**src/rtl/alu16.sv**
```systemverilog
// ---------------------------------------------------------------------------
// alu16 - 16-bit registered ALU with a five-bit flag register.
//
// Every cycle the combinational datapath computes a result and next-flag
// value from A, B, Op and cin. Both are captured on the rising clk edge, so a
// result appears one cycle after its operands. There is no handshake: valid
// is implicitly high every cycle, and the ALU never back-pressures. A new
// operation may therefore be issued on every clock.
//
// Ports
//   clk    : sole clock, rising edge
//   rst_n  : asynchronous active-low reset; clears Output and Flags
//   A      : first operand (destination role)
//   B      : second operand (source role / shift amount)
//   Op     : opcode
//   cin    : carry-in, consumed only by ADDC
//   Output : registered 16-bit result
//   Flags  : registered flags {N, Z, F, L, C} = bits [4:0]
// ---------------------------------------------------------------------------
module alu16 (
    input  logic        clk,
    input  logic        rst_n,
    input  logic [15:0] A,
    input  logic [15:0] B,
    input  logic [7:0]  Op,
    input  logic        cin,
    output logic [15:0] Output,
    output logic [4:0]  Flags
);

    localparam logic [7:0] OP_AND  = 8'h01;
    localparam logic [7:0] OP_OR   = 8'h02;
    localparam logic [7:0] OP_XOR  = 8'h03;
    localparam logic [7:0] OP_ADD  = 8'h05;
    localparam logic [7:0] OP_ADDC = 8'h07;
    localparam logic [7:0] OP_SUB  = 8'h09;
    localparam logic [7:0] OP_CMP  = 8'h0B;
    localparam logic [7:0] OP_LSH  = 8'h84;
    localparam logic [7:0] OP_ASHU = 8'h86;

    // Flag bit positions inside Flags.
    localparam int FL_C = 0;
    localparam int FL_L = 1;
    localparam int FL_F = 2;
    localparam int FL_Z = 3;
    localparam int FL_N = 4;

    logic        carry_in;
    logic [16:0] add_sum;   // bit 16 is the unsigned carry-out
    logic [16:0] sub_diff;  // A - B, bit 16 is the unsigned borrow
    logic [16:0] cmp_diff;  // B - A; CMP compares the source against the destination
    logic [15:0] neg_b;     // magnitude of a negative ASHU shift amount
    logic [15:0] next_out;
    logic [4:0]  next_flags;

    assign carry_in = (Op == OP_ADDC) ? cin : 1'b0;
    assign add_sum  = {1'b0, A} + {1'b0, B} + {16'd0, carry_in};
    assign sub_diff = {1'b0, A} - {1'b0, B};
    assign cmp_diff = {1'b0, B} - {1'b0, A};
    assign neg_b    = 16'd0 - B;

    always_comb begin
        next_out   = 16'h0000;
        next_flags = Flags;  // any flag an opcode does not write keeps its value
        case (Op)
            OP_AND: next_out = A & B;
            OP_OR:  next_out = A | B;
            OP_XOR: next_out = A ^ B;
            OP_ADD, OP_ADDC: begin
                next_out         = add_sum[15:0];
                next_flags[FL_C] = add_sum[16];
                // Overflow: operands agree in sign but the result does not.
                next_flags[FL_F] = (A[15] == B[15]) && (add_sum[15] != A[15]);
            end
            OP_SUB: begin
                next_out         = sub_diff[15:0];
                next_flags[FL_C] = sub_diff[16];
                next_flags[FL_F] = (A[15] != B[15]) && (sub_diff[15] != A[15]);
            end
            OP_CMP: begin
                next_out         = 16'h0000;
                next_flags[FL_Z] = (A == B);
                next_flags[FL_L] = cmp_diff[16];  // borrow of B - A means B < A unsigned
                next_flags[FL_N] = ($signed(B) < $signed(A));
                next_flags[FL_F] = (B[15] != A[15]) && (cmp_diff[15] != B[15]);
            end
            OP_LSH: begin
                // Any amount with bits above bit 3 set shifts everything out.
                if (B[15:4] == 12'd0)
                    next_out = A << B[3:0];
                else
                    next_out = 16'h0000;
            end
            OP_ASHU: begin
                if (!B[15]) begin
                    if (B[15:4] == 12'd0)
                        next_out = A << B[3:0];
                    else
                        next_out = 16'h0000;
                end else begin
                    // For B = 0x8000 the negation is 0x8000 again; its upper
                    // bits are set, so it correctly falls into sign fill.
                    if (neg_b[15:4] == 12'd0)
                        next_out = 16'($signed(A) >>> neg_b[3:0]);
                    else
                        next_out = {16{A[15]}};
                end
            end
            default: next_out = 16'h0000;
        endcase
    end

    always_ff @(posedge clk or negedge rst_n) begin
        if (!rst_n) begin
            Output <= 16'h0000;
            Flags  <= 5'b00000;
        end else begin
            Output <= next_out;
            Flags  <= next_flags;
        end
    end

endmodule

```
**config.mk**
```make
export PLATFORM = sky130hd
export DESIGN_NAME = alu16
export DESIGN_NICKNAME = d
export VERILOG_FILES = /design/src/rtl/alu16.sv
export SDC_FILE = /design/constraint.sdc
export NUM_CORES = 1
export LEC_CHECK = 0
export CAP_MARGIN = 20
export CORE_MARGIN = 5
export CORE_UTILIZATION = 44
export DETAILED_ROUTE_END_ITERATION = 16
export PLACE_DENSITY = 0.66
export SYNTH_ARGS = -nofsm -noshare
export SYNTH_HDL_FRONTEND = slang
export SYNTH_SLANG_ARGS = --single-unit
```
**constraint.sdc**
```tcl
create_clock -name clk -period 2.2 [get_ports clk]
set_input_delay 0.44 -clock clk [delete_from_list [all_inputs] [get_ports clk]]
set_output_delay 0.44 -clock clk [all_outputs]
set_load 0.02 [all_outputs]
```
Word-level counts from Yosys, hierarchy flattened
Index checks and enable logic that the tools add are counted.
{"block": "word_totals", "output_inout_bits": 21, "elab_cells": 46, "regBits": 21, "in_bits": 43}
{"block": "op_classes", "n_eq_ne": 16, "n_shift": 2, "n_addsub": 5, "n_reduce_logical": 8, "muxes": 7, "magnitude_cmp": 1, "n_bitwise": 3}
{"op": "$pmux 16 s7", "count": 1}
{"op": "$mux 16", "count": 3}
{"op": "$sub 16x16->17", "count": 2}
{"op": "$logic_not 12->1", "count": 2}
{"op": "$add 16x16->17", "count": 1}
{"op": "$add 17x1->17", "count": 1}
{"op": "$and 16x16->16", "count": 1}
{"op": "$eq 16x16->1", "count": 1}
{"op": "$eq 8x2->1 const B", "count": 2}
{"op": "$eq 8x3->1 const B", "count": 2}
{"op": "$eq 8x4->1 const B", "count": 2}
{"op": "$eq 8x8->1 const B", "count": 2}
{"op": "$lt 16x16->1", "count": 1}
{"op": "$or 16x16->16", "count": 1}
{"op": "$shl 16x4->16", "count": 1}
{"op": "$sshr 16x4->16", "count": 1}
{"op": "$sub 1x16->16 const A", "count": 1}
{"op": "$xor 16x16->16", "count": 1}
{"op": "$eq 8x1->1 const B", "count": 1}
{"op": "$ne 1x1->1", "count": 5}
{"op": "$logic_and 1x1->1", "count": 3}
{"op": "$pmux 1 s3", "count": 1}
{"op": "$reduce_bool 3->1", "count": 1}
{"op": "$pmux 1 s2", "count": 1}
{"op": "other kinds (4)", "count": 4}

Logic depth before layout (Yosys ltp)
Gate-level depths: netlist (run 1).
{"block": "logic_depth", "ltp_word": 6, "ltp_mapped": 17, "ltp_nobuf": 15}

Worst setup path after synthesis (run 1)
No wires, ideal clock.
{"block": "synth_timing", "path_type": "input port to flip-flop", "from": "input port Op[5]", "to": "register Output[14]", "stages": 17, "t_arrival_ns": 3.915, "setup_slack_ns": -1.853, "required_time_ns": 2.061, "n_path_buf": 2, "cell_sequence": "nor3_1 > and3b_1 > and3b_1 > clkbuf_1 > clkbuf_1 > nand3_1 > fa_1 > inv_1 > fa_1 > a211oi_1 > o21ai_0 > nand2_1 > o21ai_0 > a21o_1 > a211oi_1 > o21ai_0 > or4b_1"}
{"block": "synth_between", "elab_chain_len": 4, "elab_cells_between_ends": 12}
{"item": "start, declared", "line_no": "25", "source": "input logic [7:0] Op,"}
{"item": "$eq 8x3->1", "line_no": "56, 65"}
{"item": "$mux 1", "line_no": "56", "source": "assign carry_in = (Op == OP_ADDC) ? cin : 1'b0;"}
{"item": "$add 17x1->17", "line_no": "57", "source": "assign add_sum = {1'b0, A} + {1'b0, B} + {16'd0, carry_in};"}
{"item": "$pmux 16 s7 *", "line_no": "65", "source": "case (Op)"}
{"item": "named net next_out[14]", "line_no": "53", "source": "logic [15:0] next_out;"}
{"item": "end signal, assigned", "line_no": "118", "source": "Output <= next_out;"}
{"item": "end, declared", "line_no": "27", "source": "output logic [15:0] Output,"}
The timed path passes the listed nets; every way through them passes the cells marked *.
A chain may end at the register's enable or synchronous reset.

Final worst setup path (run 1)
{"block": "layout_timing", "from": "input port Op[6]", "to": "register Output[9]"}
Same word-level chain as after synthesis.

==> results.sh, run 1 <==
export IMPL_status="complete, but fails checks"
export IMPL_violations="negative setup slack"
export IMPL_port_buffers=63
export IMPL_worst_slack_ns=-0.830
export IMPL_crit_arrival_ns=3.16
export IMPL_cts_sinks=21
export IMPL_ys_seq_elements=21
export IMPL_max_vdd_ir_drop_uv=511
export IMPL_fin_nets=1096
export IMPL_syn_to_final_growth_pct=76.5
export IMPL_drtPass1Iterations=5
export IMPL_drv_slew=0
export IMPL_totalWireLength_mm=27.1
export IMPL_tightest_slew_ns=0.561
export IMPL_grt_overflow=0
export IMPL_p_leak_nw=4.17
export IMPL_syn_nets=771
export IMPL_yosysMostFrequentCell="ha_1"
export IMPL_synth_xor_area_frac=0.0225
export IMPL_clock_latency_ns=0.26
export IMPL_rows=39
export IMPL_grt_pass1_wl_mm=39.9
export IMPL_synthArstFlopShare=1.00
export IMPL_fin_tns_setup_ns=-12.84
export IMPL_grt_pass1_vias=6997
export IMPL_synth_top_area_share=0.161
export IMPL_fin_skew_ns=0
export IMPL_p_sw_mw=1.20
export IMPL_slew_headroom=0.620
export IMPL_viasPerCell=6.28
export IMPL_numCtsBuffers=3
export IMPL_p_clk_frac=0.143
export IMPL_power_mw=2.86
export IMPL_hold_viol=0
export IMPL_die_x_um=117
export IMPL_chipHeight_um=117
export IMPL_synth_top_cells_by_count="65 x ha_1, 58 x nor2_1, 57 x a21oi_1"
export IMPL_yosysTopAreaCell="ha_1"
export IMPL_antenna_found_initial=1
export IMPL_clk_pin_slew_ns=0.07
export IMPL_placed_area_um2=7870
export IMPL_htree_levels=1
export IMPL_synth_fa_ha_area_frac=0.173
export IMPL_routabilityCongestion=1.07
export IMPL_synth_edf_count=0
export IMPL_end_kind="register"
export IMPL_core_um2=11300
export IMPL_drv_cap=0
export IMPL_hp_class="reg2reg"
export IMPL_fin_crit_sh=1.38
export IMPL_fmax_ghz=0.330
export IMPL_p_sw_frac=0.420
export IMPL_critPathKind="in2reg"
export IMPL_synth_top_family_by_area="compound AO/OA/AOI/OAI gates"
export IMPL_synth_mux_area_frac=0.138
export IMPL_synth_simple_gate_area_share=0.204
export IMPL_synth_compound_area_frac=0.288
export IMPL_diodes=0
export IMPL_drtIter0Drc=842
export IMPL_drc=0
export IMPL_die_area_um2=13700
export IMPL_grt_start_max_net_pins=30
export IMPL_power_frac_seq=0.149
export IMPL_power_density_nw_per_um2=321
export IMPL_ant_nets=0
export IMPL_synthCells=660
export IMPL_synth_area_um2=5060
export IMPL_cts_tree="done"
export IMPL_drt_wirelength_per_cell_um=24.0
export IMPL_cts_root_buf="clkbuf_16"
export IMPL_rsz0062_at_grt="true"
export IMPL_track_usage=0.386
export IMPL_synth_area_leaders="ha_1 16%, dfrtp_1 10%, mux4_2 9.8%"
export IMPL_min_period_ns=3.03
export IMPL_start_util=0.447
export IMPL_synth_top_flop_cell="dfrtp_1"
export IMPL_yosysWarningCount=0
export IMPL_hold_buffers=0
export IMPL_drive_gt1_frac=0.495
export IMPL_fill_cells=796
export IMPL_ys_types=68
export IMPL_avgSynthCellArea_um2=7.67
export IMPL_required_ns=2.33
export IMPL_comb_power_share=0.708
export IMPL_worst_path_max_fanout=3
export IMPL_synth_seq_area_share=0.104
export IMPL_internal_power_mw=1.66
export IMPL_final_area_um2=8930
export IMPL_num_vias=7072
export IMPL_clock_path_buffers=2
export IMPL_io_pins=64
export IMPL_start_kind="input port"
export IMPL_dp_hpwl_mm=21.4
export IMPL_setup_violations=20
-- area by class of cell --
| cell class | instances | area (um2) | share of cell area |
|---|---|---|---|
| multi-input combinational | 548 | 4950 | 0.554 |
| timing repair buffer | 362 | 2970 | 0.333 |
| sequential | 21 | 526 | 0.0588 |
| inverter | 49 | 226 | 0.0254 |
| tap | 143 | 179 | 0.0200 |
| clock buffer | 3 | 75.1 | 0.00841 |
| clock inverter | 1 | 5.00 | 0.000560 |
-- routing by layer --
metal	vias up	global-route usage	share of wire
met5	-	0	0.00044
met4	2	0.190	0.064
met3	120	0.0694	0.095
met2	454	0.640	0.46
met1	3371	0.479	0.38
li1	3125	-	-
-- power groups by stage --
stage / registers, mW / logic, mW / clock network (mW)
finish: 0.427 / 2.03 / 0.410
global route: 0.429 / 2.13 / 0.425
CTS: 0.426 / 1.88 / 0.399
detailed placement: 0.434 / 1.67 / 0
global placement: 0.432 / 1.64 / 0
floorplan: 0.465 / 0.750 / 0
-- registers in the layout, summed over array words and instances (netlist names) --
signal	cells
Output	16
Flags	5
-- timing repair --
| action | in CTS | in global routing |
|---|---|---|
| setup buffers | 30 | 8 |
| endpoints found under the setup margin | 21 | 21 |
| gates resized for setup | 207 | 72 |
| pin swaps | 66 | 43 |
-- cells in the final DEF (no fill, tap or decap), drive strengths merged, types with 5 or more instances in the layout --
cell type	Yosys	routed
a211o	6	6
a211oi	5	5
a21o	8	8
a21oi	57	57
a221o	8	8
a221oi	12	12
a31oi	7	7
and3	5	5
buf	7	314
clkbuf	35	8
clkdlybuf4s50	0	29
dfrtp	21	21
dlygate4sd2	0	10
ha	65	65
inv	46	46
mux2i	18	18
mux4	22	22
nand2	53	53
nand2b	7	7
nand3	24	24
nor2	58	58
nor2b	9	9
nor3	10	10
nor4	13	13
o211ai	8	8
o21a	6	6
o21ai	41	41
o21bai	11	11
o22ai	8	8
o31ai	6	6
xnor2	11	11
-- kinds of logic (layout without fill, tap and decap cells) --
kind of cell               Yosys count  count (layout)
muxes                               42              42
xor gates and xnor gates            13              13
adders and majority gates           68              68
AOI/OAI and AO/OA                  217             217
buffers and inverters               91             415
DFF                                 21              21
and+or+nand+nor                    208             208
-- worst max-delay path: stages --
cell,delay [ns]
buf_6,0.10
nor3_4,0.17
and3b_1,0.20
and3b_2,0.26
nand3_2,0.08
fa_2,0.36
buf_6,0.13
nor2b_4,0.11
o31a_1,0.22
buf_4,0.14
o21ai_2,0.05
o21bai_1,0.13
a21oi_1,0.10
xnor2_1,0.14
nor2_1,0.05
or4b_1,0.46
-- metrics by stage --
stage	worst slack, ns	cells	hold slack (ns)	utilization
2_1_floorplan	-1.12	660	0.144	-
3_3_place_gp	-1.47	1088	0.465	0.695
3_5_place_dp	-1.56	1088	0.480	0.695
4_1_cts	-0.898	1121	0.495	0.765
5_1_grt	-0.969	1127	0.535	0.789
6_report	-0.830	1127	0.512	0.789
-- path summary, 6_finish.rpt --
| kind | start | depth (start not counted) | slack, ns | endpoint |
|---|---|---|---|---|
| setup / recovery | Op[6] | 16 | -0.83 | Output[9] |
| hold / removal | Flags[4] | 1 | 0.51 | Flags[4] |
| setup reg to reg | Flags[2] | 4 | 1.34 | Flags[2] |
| hold reg to reg | Flags[4] | 1 | 0.51 | Flags[4] |
| max in group asynchronous | rst_n | 2 | 1.40 | Output[7] |
| min in group asynchronous | rst_n | 2 | 0.54 | Flags[1] |
No activity file was read; power rests on OpenSTA's default activity.
==> run 2: changes to the inputs <==
RECOVER_POWER = 50   (was default)
==> results.sh, run 2 (synthesis results as in run 1) <==
export IMPL_grt_overflow=0
export IMPL_setup_violations=20
export IMPL_path_delay_family="simple AND/OR/NAND/NOR gates"
export IMPL_drv_slew=0
export IMPL_reg2reg_from="Flags[2]"
export IMPL_cpPeakStageDelay_ns=0.46
export IMPL_globalRouteMet1Util=0.479
export IMPL_p_leak_nw=4.17
export IMPL_drv_cap=0
export IMPL_io_pins=64
export IMPL_dp_cells=1088
export IMPL_internal_power_mw=1.66
export IMPL_drc=0
export IMPL_fill_cells=798
export IMPL_clock_latency_ns=0.26
export IMPL_status="complete, but fails checks"
export IMPL_critPathLaunch="Op[6]"
export IMPL_largest_register_ffs=16
export IMPL_ant_nets=0
export IMPL_drtIter0Drc=842
export IMPL_violations="negative setup slack"
export IMPL_largest_registers="Output: 16 flops, Flags: 5 flops"
export IMPL_drtPass1Iterations=7
export IMPL_cts_root_buf="clkbuf_16"
export IMPL_viasPerCell=6.30
export IMPL_fin_nets=1096
export IMPL_use_met2=0.640
export IMPL_antenna_found_initial=1
export IMPL_totalWireLength_mm=27.0
export IMPL_power_frac_seq=0.149
export IMPL_port_buffers=63
export IMPL_die_x_um=117
export IMPL_chipHeight_um=117
export IMPL_drive_gt1_frac=0.494
export IMPL_syn_to_final_growth_pct=76.4
export IMPL_placed_area_um2=7870
export IMPL_diodes=0
export IMPL_holdWs_ns=0.511
export IMPL_cts_sinks=21
export IMPL_hp_start="Flags[4]"
export IMPL_worst_path_max_fanout=3
export IMPL_comb_power_share=0.708
export IMPL_grt_pass1_vias=6997
export IMPL_power_density_nw_per_um2=320
export IMPL_fmax_ghz=0.331
export IMPL_crit_arrival_ns=3.15
export IMPL_max_vdd_ir_drop_uv=511
export IMPL_grt_use_met3=0.0694
export IMPL_die_area_um2=13700
export IMPL_critPathKind="in2reg"
export IMPL_end_kind="register"
export IMPL_final_area_um2=8930
export IMPL_timing_critical_path_mode_cell="buf_6"
export IMPL_worstPathBufferInverterCount=3
export IMPL_final_common_cell="buf_4"
export IMPL_hold_buffers=0
export IMPL_rows=39
export IMPL_largest_register="Output"
export IMPL_worst_slack_ns=-0.825
export IMPL_numCtsBuffers=3
export IMPL_routabilityCongestion=1.07
export IMPL_fin_util=0.788
export IMPL_required_ns=2.33
export IMPL_core_um2=11300
export IMPL_hp_class="reg2reg"
export IMPL_grt_busiest_layer="met2"
export IMPL_grt_start_max_net_pins=30
export IMPL_slowest_stage="or4b_1"
export IMPL_clk_pin_slew_ns=0.07
export IMPL_slew_headroom=0.120
export IMPL_path_cells="buf_6 > nor3_4 > and3b_1 > and3b_2 > nand3_2 > fa_2 > buf_6 > nor2b_4 > o31a_1 > buf_4 > o21ai_2 > o21bai_1 > a21oi_1 > xnor2_1 > nor2_1 > or4b_1"
export IMPL_p_sw_frac=0.420
export IMPL_cts_tree="done"
export IMPL_htree_levels=1
export IMPL_fin_skew_ns=0
export IMPL_rsz0062_at_grt="true"
export IMPL_final_cell_mix="267 x buf_4, 54 x nor2_1, 52 x nand2_1"
export IMPL_p_sw_mw=1.20
export IMPL_drt_wirelength_per_cell_um=24.0
export IMPL_hold_viol=0
export IMPL_start_kind="input port"
export IMPL_fin_crit_sh=1.38
export IMPL_grt_pass1_wl_mm=39.9
export IMPL_track_usage=0.386
export IMPL_dp_hpwl_mm=21.4
export IMPL_fin_cells=1127
export IMPL_start_util=0.447
export IMPL_clock_path_buffers=2
export IMPL_p_clk_frac=0.143
export IMPL_min_period_ns=3.03
export IMPL_tightest_slew_ns=1.32
export IMPL_num_vias=7099
[run 2: cell count changes in the layout (fill, tap and decap cells not counted), sizes merged]
cell and delta:
clkbuf +1, clkdlybuf4s50 -1, dlygate4sd3 +1, buf -1
[run 2: cell type report]
| class | instances | area (um2) | area share |
|---|---|---|---|
| Multi-Input combinational cell | 548 | 4950 | 0.554 |
| Timing Repair Buffer | 362 | 2970 | 0.333 |
| Sequential cell | 21 | 526 | 0.0589 |
| Inverter | 49 | 226 | 0.0254 |
| Tap cell | 143 | 179 | 0.0200 |
| Clock buffer | 3 | 75.1 | 0.00841 |
| Clock inverter | 1 | 5.00 | 0.000561 |
[run 2: path summary, 6_finish.rpt]
path / depth (start not counted) / slack (ns) / to
worst max-delay path: 16 / -0.83 / Output[9]
worst min-delay path: 1 / 0.51 / Flags[4]
worst max register to register: 4 / 1.34 / Flags[2]
worst min register to register: 1 / 0.51 / Flags[4]
max in group asynchronous: 2 / 0.41 / Output[7]
min in group asynchronous: 2 / 0.99 / Flags[3]
[run 2: power by group through the flow]
stage          Combinational [mW]  Sequential, mW  Clock [mW]
2_1_floorplan               0.750           0.465           0
3_3_place_gp                 1.64           0.432           0
3_5_place_dp                 1.67           0.434           0
4_1_cts                      1.88           0.426       0.399
5_1_grt                      2.13           0.429       0.425
6_report                     2.02           0.427       0.410
[run 2: what timing repair did]
| action | in CTS | in global routing |
|---|---|---|
| setup endpoints to repair | 21 | 21 |
| hold endpoints to repair | 0 | 0 |
| resized for setup | 207 | 72 |
| setup buffers | 30 | 8 |
| pin swaps | 66 | 43 |
[run 2: per-stage QoR]
step | TNS (ns) | worst slack, ns | total power, mW
detailed placement | -27.54 | -1.56 | 2.11
global placement | -26.25 | -1.47 | 2.08
global route | -14.52 | -0.969 | 2.98
CTS | -13.30 | -0.898 | 2.71
floorplan | -14.20 | -1.12 | 1.21
finish | -12.78 | -0.825 | 2.86
[run 2: routing by layer]
layer,share of wire,up-vias
met5,0.00044,-
met4,0.066,2
met1,0.38,3359
met2,0.46,479
met3,0.10,130
li1,-,3129
